<file path="src/rtl/sdram_sched_pkg.sv">
// rtl/sdram_sched_pkg.sv - shared encodings for the SDRAM line scheduler
//
// Purpose: command op encodings, scheduler FSM state encodings, frame-bank
// count, and the helper that picks the free bank of the triple buffer.
// Ports: none (package).

package sdram_sched_pkg;

    // Line-level command ops presented to the SDRAM command engine
    localparam logic [1:0] CMD_NOP     = 2'd0;
    localparam logic [1:0] CMD_WRITE   = 2'd1;
    localparam logic [1:0] CMD_READ    = 2'd2;
    localparam logic [1:0] CMD_REFRESH = 2'd3;

    // Scheduler FSM states
    localparam logic [1:0] ST_IDLE  = 2'd0;
    localparam logic [1:0] ST_ISSUE = 2'd1;
    localparam logic [1:0] ST_WAIT  = 2'd2;
    localparam logic [1:0] ST_DONE  = 2'd3;

    // Frame banks in rotation (0..NUM_FB-1); bank 3 is never used
    localparam int NUM_FB = 3;

    // The banks 0..NUM_FB-1 sum to a constant, so the one bank that is
    // neither a nor b is that sum minus both (a and b must differ).
    function automatic logic [1:0] free_bank(input logic [1:0] a, input logic [1:0] b);
        logic [1:0] sum_all;
        sum_all = 2'(NUM_FB * (NUM_FB - 1) / 2);
        return sum_all - a - b;
    endfunction

endpackage

</file>
<file path="src/rtl/fb_bank_rotator.sv">
// rtl/fb_bank_rotator.sv - triple-buffer frame bank rotation
//
// Purpose: holds the capture bank (W), display bank (R), last completed
// capture bank (L) and the fresh flag, and rotates them on frame ends so
// that capture and display never share a bank.
// Ports:
//   clk, rst_n     - clock, asynchronous active-low reset
//   wr_frame_end   - 1-cycle pulse, capture frame finished
//   rd_frame_end   - 1-cycle pulse, display frame finished
//   wr_bank        - current capture bank (W)
//   rd_bank        - current display bank (R)

module fb_bank_rotator
    import sdram_sched_pkg::*;
(
    input  logic       clk,
    input  logic       rst_n,
    input  logic       wr_frame_end,
    input  logic       rd_frame_end,
    output logic [1:0] wr_bank,
    output logic [1:0] rd_bank
);

    logic [1:0] w_q;
    logic [1:0] r_q;
    logic [1:0] l_q;
    logic       fresh_q;

    always_ff @(posedge clk or negedge rst_n) begin
        if (!rst_n) begin
            w_q     <= 2'd0;
            r_q     <= 2'd1;
            l_q     <= 2'd1;
            fresh_q <= 1'b0;
        end else if (wr_frame_end) begin
            // Capture moves into the bank display is not using and that it
            // did not just fill; the just-filled bank becomes L.
            l_q <= w_q;
            w_q <= free_bank(w_q, r_q);
            if (rd_frame_end) begin
                // Read rule applied after the write rule: display takes the
                // bank that was completed in this same cycle.
                r_q     <= w_q;
                fresh_q <= 1'b0;
            end else begin
                fresh_q <= 1'b1;
            end
        end else if (rd_frame_end && fresh_q) begin
            r_q     <= l_q;
            fresh_q <= 1'b0;
        end
    end

    assign wr_bank = w_q;
    assign rd_bank = r_q;

endmodule

</file>
<file path="src/rtl/sdram_line_sched.sv">
// rtl/sdram_line_sched.sv - SDRAM line traffic scheduler (write/read/refresh)
//
// Purpose: arbitrates capture line writes, display line reads and periodic
// auto-refresh, issuing one line-level command at a time to the SDRAM
// command engine with a valid/ready/done handshake, and owns frame bank
// rotation for the triple buffer.
// Ports:
//   i_clk, i_reset_n            - SDRAM clock, asynchronous active-low reset
//   i_wr_line_req/i_wr_line     - capture line request (level) and index
//   o_wr_line_ack               - pulse: write line completed
//   i_rd_line_req/i_rd_line     - display line request (level) and index
//   o_rd_line_ack               - pulse: read line completed
//   i_wr_frame_end/i_rd_frame_end - frame-end pulses driving bank rotation
//   o_cmd_valid/op/line/bank    - command offered to the SDRAM engine
//   i_cmd_ready                 - engine accepts the offered command
//   i_cmd_done                  - pulse: engine finished the command
//   o_wr_bank/o_rd_bank         - registered capture/display banks
//   o_ref_overrun               - sticky pending-refresh saturation flag
//   o_busy                      - FSM not in IDLE

module sdram_line_sched
    import sdram_sched_pkg::*;
#(
    parameter int REFI_CYCLES  = 889,
    parameter int REF_POSTPONE = 4,
    parameter int LINE_W       = 9
) (
    input  logic              i_clk,
    input  logic              i_reset_n,
    input  logic              i_wr_line_req,
    input  logic [LINE_W-1:0] i_wr_line,
    output logic              o_wr_line_ack,
    input  logic              i_rd_line_req,
    input  logic [LINE_W-1:0] i_rd_line,
    output logic              o_rd_line_ack,
    input  logic              i_wr_frame_end,
    input  logic              i_rd_frame_end,
    output logic              o_cmd_valid,
    output logic [1:0]        o_cmd_op,
    output logic [LINE_W-1:0] o_cmd_line,
    output logic [1:0]        o_cmd_bank,
    input  logic              i_cmd_ready,
    input  logic              i_cmd_done,
    output logic [1:0]        o_wr_bank,
    output logic [1:0]        o_rd_bank,
    output logic              o_ref_overrun,
    output logic              o_busy
);

    localparam int CNT_W = (REFI_CYCLES > 1) ? $clog2(REFI_CYCLES) : 1;

    logic [1:0]        state;
    logic [1:0]        op_q;
    logic [LINE_W-1:0] line_q;
    logic [1:0]        bank_q;

    logic [1:0]        w_bank;
    logic [1:0]        r_bank;

    logic [CNT_W-1:0]  ref_cnt;
    logic              ref_wrap;
    logic              ref_taken;
    logic              ref_urgent;
    logic [2:0]        pend;
    logic              overrun_q;

    logic              grant;
    logic [1:0]        grant_op;
    logic [LINE_W-1:0] grant_line;
    logic [1:0]        grant_bank;

    fb_bank_rotator u_rot (
        .clk          (i_clk),
        .rst_n        (i_reset_n),
        .wr_frame_end (i_wr_frame_end),
        .rd_frame_end (i_rd_frame_end),
        .wr_bank      (w_bank),
        .rd_bank      (r_bank)
    );

    // ---------------- refresh timer ----------------
    assign ref_wrap   = (ref_cnt == CNT_W'(REFI_CYCLES - 1));
    assign ref_taken  = o_cmd_valid && i_cmd_ready && (op_q == CMD_REFRESH);
    assign ref_urgent = (pend >= 3'(REF_POSTPONE));

    always_ff @(posedge i_clk or negedge i_reset_n) begin
        if (!i_reset_n) begin
            ref_cnt   <= '0;
            pend      <= 3'd0;
            overrun_q <= 1'b0;
        end else begin
            ref_cnt <= ref_wrap ? '0 : ref_cnt + 1'b1;
            // A tick and a refresh acceptance in the same cycle cancel out.
            case ({ref_wrap, ref_taken})
                2'b10: begin
                    if (pend == 3'd7) overrun_q <= 1'b1;
                    else              pend      <= pend + 3'd1;
                end
                2'b01: begin
                    if (pend != 3'd0) pend <= pend - 3'd1;
                end
                default: ;
            endcase
        end
    end

    // ---------------- fixed-priority arbiter ----------------
    always_comb begin
        grant      = 1'b0;
        grant_op   = CMD_NOP;
        grant_line = '0;
        grant_bank = 2'd0;
        if (ref_urgent) begin
            grant    = 1'b1;
            grant_op = CMD_REFRESH;
        end else if (i_rd_line_req) begin
            grant      = 1'b1;
            grant_op   = CMD_READ;
            grant_line = i_rd_line;
            grant_bank = r_bank;
        end else if (i_wr_line_req) begin
            grant      = 1'b1;
            grant_op   = CMD_WRITE;
            grant_line = i_wr_line;
            grant_bank = w_bank;
        end else if (pend != 3'd0) begin
            grant    = 1'b1;
            grant_op = CMD_REFRESH;
        end
    end

    // ---------------- command FSM ----------------
    // op/line/bank are latched at grant so a frame-end rotation during an
    // in-flight command cannot change the bank the engine is working on.
    always_ff @(posedge i_clk or negedge i_reset_n) begin
        if (!i_reset_n) begin
            state  <= ST_IDLE;
            op_q   <= CMD_NOP;
            line_q <= '0;
            bank_q <= 2'd0;
        end else begin
            case (state)
                ST_IDLE: begin
                    if (grant) begin
                        op_q   <= grant_op;
                        line_q <= grant_line;
                        bank_q <= grant_bank;
                        state  <= ST_ISSUE;
                    end
                end
                ST_ISSUE: begin
                    if (i_cmd_ready) state <= ST_WAIT;
                end
                ST_WAIT: begin
                    if (i_cmd_done) state <= ST_DONE;
                end
                default: begin
                    state <= ST_IDLE;
                end
            endcase
        end
    end

    // ---------------- registered bank copies ----------------
    always_ff @(posedge i_clk or negedge i_reset_n) begin
        if (!i_reset_n) begin
            o_wr_bank <= 2'd0;
            o_rd_bank <= 2'd1;
        end else begin
            o_wr_bank <= w_bank;
            o_rd_bank <= r_bank;
        end
    end

    // Command fields read as zero whenever nothing is offered.
    assign o_cmd_valid   = (state == ST_ISSUE);
    assign o_cmd_op      = o_cmd_valid ? op_q   : CMD_NOP;
    assign o_cmd_line    = o_cmd_valid ? line_q : '0;
    assign o_cmd_bank    = o_cmd_valid ? bank_q : 2'd0;
    assign o_rd_line_ack = (state == ST_DONE) && (op_q == CMD_READ);
    assign o_wr_line_ack = (state == ST_DONE) && (op_q == CMD_WRITE);
    assign o_ref_overrun = overrun_q;
    assign o_busy        = (state != ST_IDLE);

endmodule

</file>
<file path="config.mk">
export PLATFORM = sky130hd
export DESIGN_NAME = sdram_line_sched
export DESIGN_NICKNAME = d
export VERILOG_FILES = /design/src/rtl/sdram_sched_pkg.sv /design/src/rtl/fb_bank_rotator.sv /design/src/rtl/sdram_line_sched.sv
export SDC_FILE = /design/constraint.sdc
export NUM_CORES = 1
export LEC_CHECK = 0
export BUFFER_PORTS_ARGS = -buffer_cell sky130_fd_sc_hd__buf_4
export CORE_UTILIZATION = 43
export DETAILED_ROUTE_END_ITERATION = 7
export PLACE_DENSITY = 0.76
export SYNTH_ARGS = -nofsm -noshare
export SYNTH_HDL_FRONTEND = slang
export SYNTH_SLANG_ARGS = --single-unit
</file>
<file path="constraint.sdc">
create_clock -name i_clk -period 2.5 [get_ports i_clk]
set_clock_uncertainty 0.15 [all_clocks]
set_input_delay 0.25 -clock i_clk [delete_from_list [all_inputs] [get_ports i_clk]]
set_output_delay 0.25 -clock i_clk [all_outputs]
set_load 0.01 [all_outputs]
</file>
Yosys cells after proc, flatten, opt, wreduce, memory -nomap -nowiden
Cells that the tools add are included.

Reductions and logical operators: 15. Magnitude comparators: 1. Muxes and demuxes: 31. Equality and inequality tests: 16. $add $sub $neg: 5.

Operator list (number): $mux 9 (4); $mux 2 (15); $add 10x1->10 const B (1); $eq 10x10->1 const B (1); $eq 2x2->1 const B (5); $mux 10 (1); $ne 2x2->1 const B (4); $mux 1 (7); $eq 2x1->1 const B (3); $mux 3 (2); $pmux 2 s3 (1); $pmux 3 s2 (1); $reduce_and 2->1 (3); $reduce_and 3->1 (2); $reduce_bool 2->1 (3); $logic_and 1x1->1 (5); $ne 2x1->1 const B (2); $add 3x1->3 const B (1); $eq 3x3->1 const B (1); $ge 3x3->1 const B (1); $reduce_bool 3->1 (1); $sub 3x1->3 const B (1); $logic_not 2->1 (1); $sub 2x2->2 (1); $sub 2x2->2 const A (1).

Output and inout bits: 22. Flip-flop bits (word level): 40. Logic and storage cells: 81. Bits of input ports: 26.

Longest topological paths before layout
Depth after elaboration: 7. Gate-level depth with buffers: 12. Depth with buffers taken out: 11.

By module
A second synthesis with hierarchy kept.

Cell total of the unflattened synthesis: 216. Area, all modules: 2167.1 sq um.

Modules (own cells, without submodules): sdram_line_sched (cells each 189, instances 1, area each 1851.8 sq um, seq. area each 827.0 sq um); fb_bank_rotator (cells each 27, instances 1, area each 315.3 sq um, seq. area each 177.7 sq um).

Worst setup path after synthesis
Ideal clock, no wire load.

Path type: register to register. Start: reg state[1]. End: reg pend[2]. Period minus slack after synthesis: 2708 ps. Stages on the path, launching flop included: 12. Path buffers: 0. Setup time: 124 ps. Data arrival time: 2434 ps. Slack: -208 ps. Data required time: 2226 ps. Cells stage by stage: dfrtp_1 inv_1 ha_1 and2_1 nand3_1 nor2_1 inv_1 fa_1 nor3b_1 nand3_1 and3_1 a211o_1.

Cells in the longest elaborated chain, start to end: 6. Elaborated cells on any way between the ends: 10. Those cells by class: 5 x eq/ne; 1 x mux; 4 x reduce/logical.

RTL lines: start: declaration (line sdram_line_sched.sv:52) `logic [1:0] state;`; start signal: assignment (line sdram_line_sched.sv:137) `state <= ST_IDLE;`; start signal: assignment (line sdram_line_sched.sv:148) `state <= ST_ISSUE;`; start signal: assignment (line sdram_line_sched.sv:152) `if (i_cmd_ready) state <= ST_WAIT;`; $eq 2x1->1 * (line sdram_line_sched.sv:176) `assign o_cmd_valid = (state == ST_ISSUE);`; net o_cmd_valid (line sdram_line_sched.sv:38) `output logic o_cmd_valid,`; $logic_and 1x1->1 * (2 in a row) (line sdram_line_sched.sv:83) `assign ref_taken = o_cmd_valid && i_cmd_ready && (op_q == CMD_REFRESH);`; $eq 2x1->1 / $eq 2x2->1 (equally long branches) (line sdram_line_sched.sv:94) `case ({ref_wrap, ref_taken})`; $ne 2x2->1 (no line) / $reduce_bool 2->1 (equally long branches); $reduce_and 3->1 (no line); end signal: assignment (line sdram_line_sched.sv:97) `else pend <= pend + 3'd1;`; end signal: assignment (line sdram_line_sched.sv:100) `if (pend != 3'd0) pend <= pend - 3'd1;`; end: declaration (line sdram_line_sched.sv:64) `logic [2:0] pend;`.

Mark *: on every way through the listed nets, which the timed path passes. The rest lies on a longest branch. A chain may end at the register's enable or synchronous reset.

Final worst setup path
Start: reg ref_cnt[0]. End: reg pend[2].

Cells in the longest elaborated chain, start to end: 4. Elaborated cells on any way between the ends: 8. Those cells by class: 5 x eq/ne; 1 x mux; 2 x reduce/logical.

RTL lines: start: declaration (line sdram_line_sched.sv:60) `logic [CNT_W-1:0] ref_cnt;`; start signal: assignment (line sdram_line_sched.sv:92) `ref_cnt <= ref_wrap ? '0 : ref_cnt + 1'b1;`; $eq 10x10->1 * (line sdram_line_sched.sv:82) `assign ref_wrap = (ref_cnt == CNT_W'(REFI_CYCLES - 1));`; $eq 2x1->1 / $eq 2x2->1 (equally long branches) (line sdram_line_sched.sv:94); $ne 2x2->1 (no line) / $reduce_bool 2->1 (equally long branches); $reduce_and 3->1 (no line).

Mark *: on every way between the ends. The rest lies on a longest branch, timed or not.

==> metrics.cfg <==
[final_layout]
diodes = 0
final_cells = 322
area_growth_pct = 31.82
drive_gt1_frac = 0.3296
fin_nets = 303

[synthesis]
syn_area_um2 = 2044
syn_area_per_cell_um2 = 9.877
synth_top_family_by_area = simple AND/OR/NAND/NOR gates
synth_xor_area_frac = 0.02570
muxShareOfSynthArea = 0.02693
synth_cells = 207
yosys_warnings = 0
synth_fa_ha_area_frac = 0.05263
ys_ff_latch = 40
synth_flop_cell = dfrtp_1
yosys.area.top_type = dfrtp_1
synthTopCellsByArea = dfrtp_1, and2_1, ha_1
synth-seq-area-share = 0.4914
async_reset_ff_frac = 1.000
synth_compound_gate_area_share = 0.1469
synth_top_area_share = 0.4529
yosysUniqueCellTypes = 35
synth_edf_count = 0
synth_fp_nets = 241
synth-simple-area-share = 0.2020

[worst_setup_path]
crit_required_ps = 2530
cp-end-kind = register
worstPathMaxFanout = 4
cp_slowest_cell = fa_2
worstSetupPathType = register to register
cp.arrival_ps = 2480
cp_top_family = simple AND/OR/NAND/NOR gates
critPathBufInv = 2
slowest_delay_ps = 380
startpoint_type = register
cp_cell_sequence = inv_1 -> ha_2 -> and4bb_2 -> and3_4 -> nor2_4 -> inv_2 -> fa_2 -> nor3b_2 -> nand3_1 -> and3_1 -> a211o_1

[die]
die_area_um2 = 5035
die_h_um = 70.96
core_area_um2 = 4474
rows = 24
start_util = 0.4569
num_io_pins = 48
die_x_um = 70.96

[placed_design]
port_buffers = 47
dp_hpwl_um = 3174
place.gp.congestion = 0.8355
dp.cells = 305

[clocking]
cts.path.max_buffers = 2
root_buffer = clkbuf_8
tritoncts = built
cts_max_level = 2
clock_sinks = 40
numCtsBuffers = 5
clk_pin_slew_worst_paths_ps = 80
insertion_delay_ps = 290

[pwr]
combPwrFrac = 0.413
clock_power_share = 0.200
swShare = 0.3524
p_sw_uw = 946.6
sequentialPowerShare = 0.387
internal_power_uw = 1739
peakVddDrop_v = 0.0006378
p_leak_uw = 0.001306
p_per_area_nw_per_um2 = 996.6

[sta]
max_slew_margin = 0.3378
setup-violations-final = 0
final-max-slew-violation-count = 0
grt_setup_unrepaired = true
hold_viol = 0
finalCriticalPeriod_ps = 2446
setup_tns_ps = 0
worst_pin_slew_ps = 991.2
period_share = 0.9785
max_freq_mhz = 408.8

[global_route]
grt_pass1_wl_um = 7507
first_global_vias = 1693
antenna_found_initial = 0
grt_overflow = 0
grt_max_degree = 41
grt.total_usage = 0.1908

[detailed_routing]
drt-vias-per-instance = 5.484
wl_per_cell_um = 14.18
drtPass1Iterations = 8
routed_wl_um = 4567
drt_first_iter_violations = 111
drc = 2
vias = 1766
final_antenna_net_count = 0

[outcome]
status = finished, violations left
violations = design-rule violations

[min_path]
hold_path.class = input pin to register

[job]
max_cap_viol_count = 0

-- metrics by stage --
| step | power, µW | setup WS, ps | hold slack (ps) | cell area, µm² | util |
|---|---|---|---|---|---|
| 2_1_floorplan | 1720 | 11.44 | -195.6 | 2081 | - |
| 3_3_place_gp | 2087 | 73.95 | 104.1 | 2505 | 0.5598 |
| 3_5_place_dp | 2120 | -13.11 | 104.3 | 2505 | 0.5598 |
| 4_1_cts | 2667 | 23.08 | 13.81 | 2648 | 0.5917 |
| 5_1_grt | 2870 | -34.30 | 17.89 | 2695 | 0.6023 |
| 6_report | 2686 | 53.84 | 16.75 | 2695 | 0.6023 |
-- logic make-up after synthesis --
group | after synthesis
AND/OR/NAND/NOR | 81
AO/OA/AOI/OAI | 41
flip-flops | 40
buffers and inverters | 26
adder cells (fa/ha/maj) | 8
XOR/XNOR | 6
multiplexers | 5
-- power groups by stage --
stage                     sequential [µW]  clock (µW)  combinational [µW]
after floorplan                      1000           0                 716
after global placement               1040           0                1040
after detailed placement             1050           0                1070
after CTS                            1040         550                1070
after global routing                 1070         576                1230
final                                1040         537                1110
-- what timing repair did --
item                                   4_1_cts  5_1_grt
setup buffers                                1        6
pin swaps                                    1        4
resized for setup                            0        1
hold buffers                                 2        0
endpoints found under the hold margin       38        0
setup endpoints to repair                    1        1
-- layer usage --
metal  GRT usage  up-vias  routed length (µm)
met3     0.04274        8                 200
met2      0.3045       38                2270
li1            -      846                   -
met4     0.06889        0                  73
met1      0.2567      874                2022
met5           0        -                   0
-- area by class of cell --
cell class              instances  area, µm²
fillers                       376       1779
flip-flops and latches         40       1005
multi-input cells             141      960.9
repair buffers                 64      485.5
clock buffers                   5      68.82
well taps                      52      65.06
inverters                      17      63.81
clock inverters                 3      46.29
-- placed cells by master (no fill, tap or decap), types with 3 or more instances in the layout --
cell      count
dfrtp_1      37
buf_4        62
and3_1        5
a222oi_1      6
nor2_1       20
dfstp_2       3
inv_1        16
clkbuf_8      5
a221o_1       6
ha_1          5
a21oi_1       8
nor3_1        3
xnor2_1       5
o21ai_0      13
nand2_1      16
and2_1       16
mux2_2        4
nand3_1       9
-- final timing paths --
kind / slack, ps / start / cells past startpoint / to
max reg2reg: 50 / ref_cnt[0]$_DFF_PN0_ / 11 / pend[2]$_DFFE_PN0P_
max in group asynchronous: 1530 / i_reset_n / 2 / u_rot.l_q[0]$_DFFE_PN1P_
min reg2reg: 250 / u_rot.rd_bank[0]$_DFFE_PN1P_ / 0 / o_rd_bank[0]$_DFF_PN1_
min in group asynchronous: 300 / i_reset_n / 2 / line_q[3]$_DFFE_PN0P_
max: 50 / ref_cnt[0]$_DFF_PN0_ / 11 / pend[2]$_DFFE_PN0P_
min: 20 / i_wr_line[3] / 3 / line_q[3]$_DFFE_PN0P_
-- worst reg2reg max path, cell delays in order (launching register included) --
cell,delay (ps)
dfrtp_1,370
inv_1,50
ha_2,170
and4bb_2,240
and3_4,200
nor2_4,100
inv_2,50
fa_2,380
nor3b_2,160
nand3_1,100
and3_1,150
a211o_1,220
-- Yosys cell counts (2+ instances only) --
cell,instances
dfrtp_1,37
nor2_1,21
and2_1,17
inv_1,17
nand2_1,16
o21ai_0,13
nand3_1,10
a21oi_1,8
ha_1,7
a221o_1,6
a222oi_1,6
and3_1,6
clkbuf_1,5
xnor2_1,5
mux2_2,4
dfstp_2,3
nor3_1,3
nor3b_1,3
buf_2,2
o22ai_1,2
or3_1,2
-- registers in the layout, summed over array words and instances, names as in the netlist --
name           count
u_rot.wr_bank      2
line_q             9
u_rot.l_q          2
u_rot.rd_bank      2
o_wr_bank          2
u_rot.fresh_q      1
op_q               2
o_ref_overrun      1
bank_q             2
state              2
o_rd_bank          2
pend               3
ref_cnt           10
(Power assumes the default switching activity.)
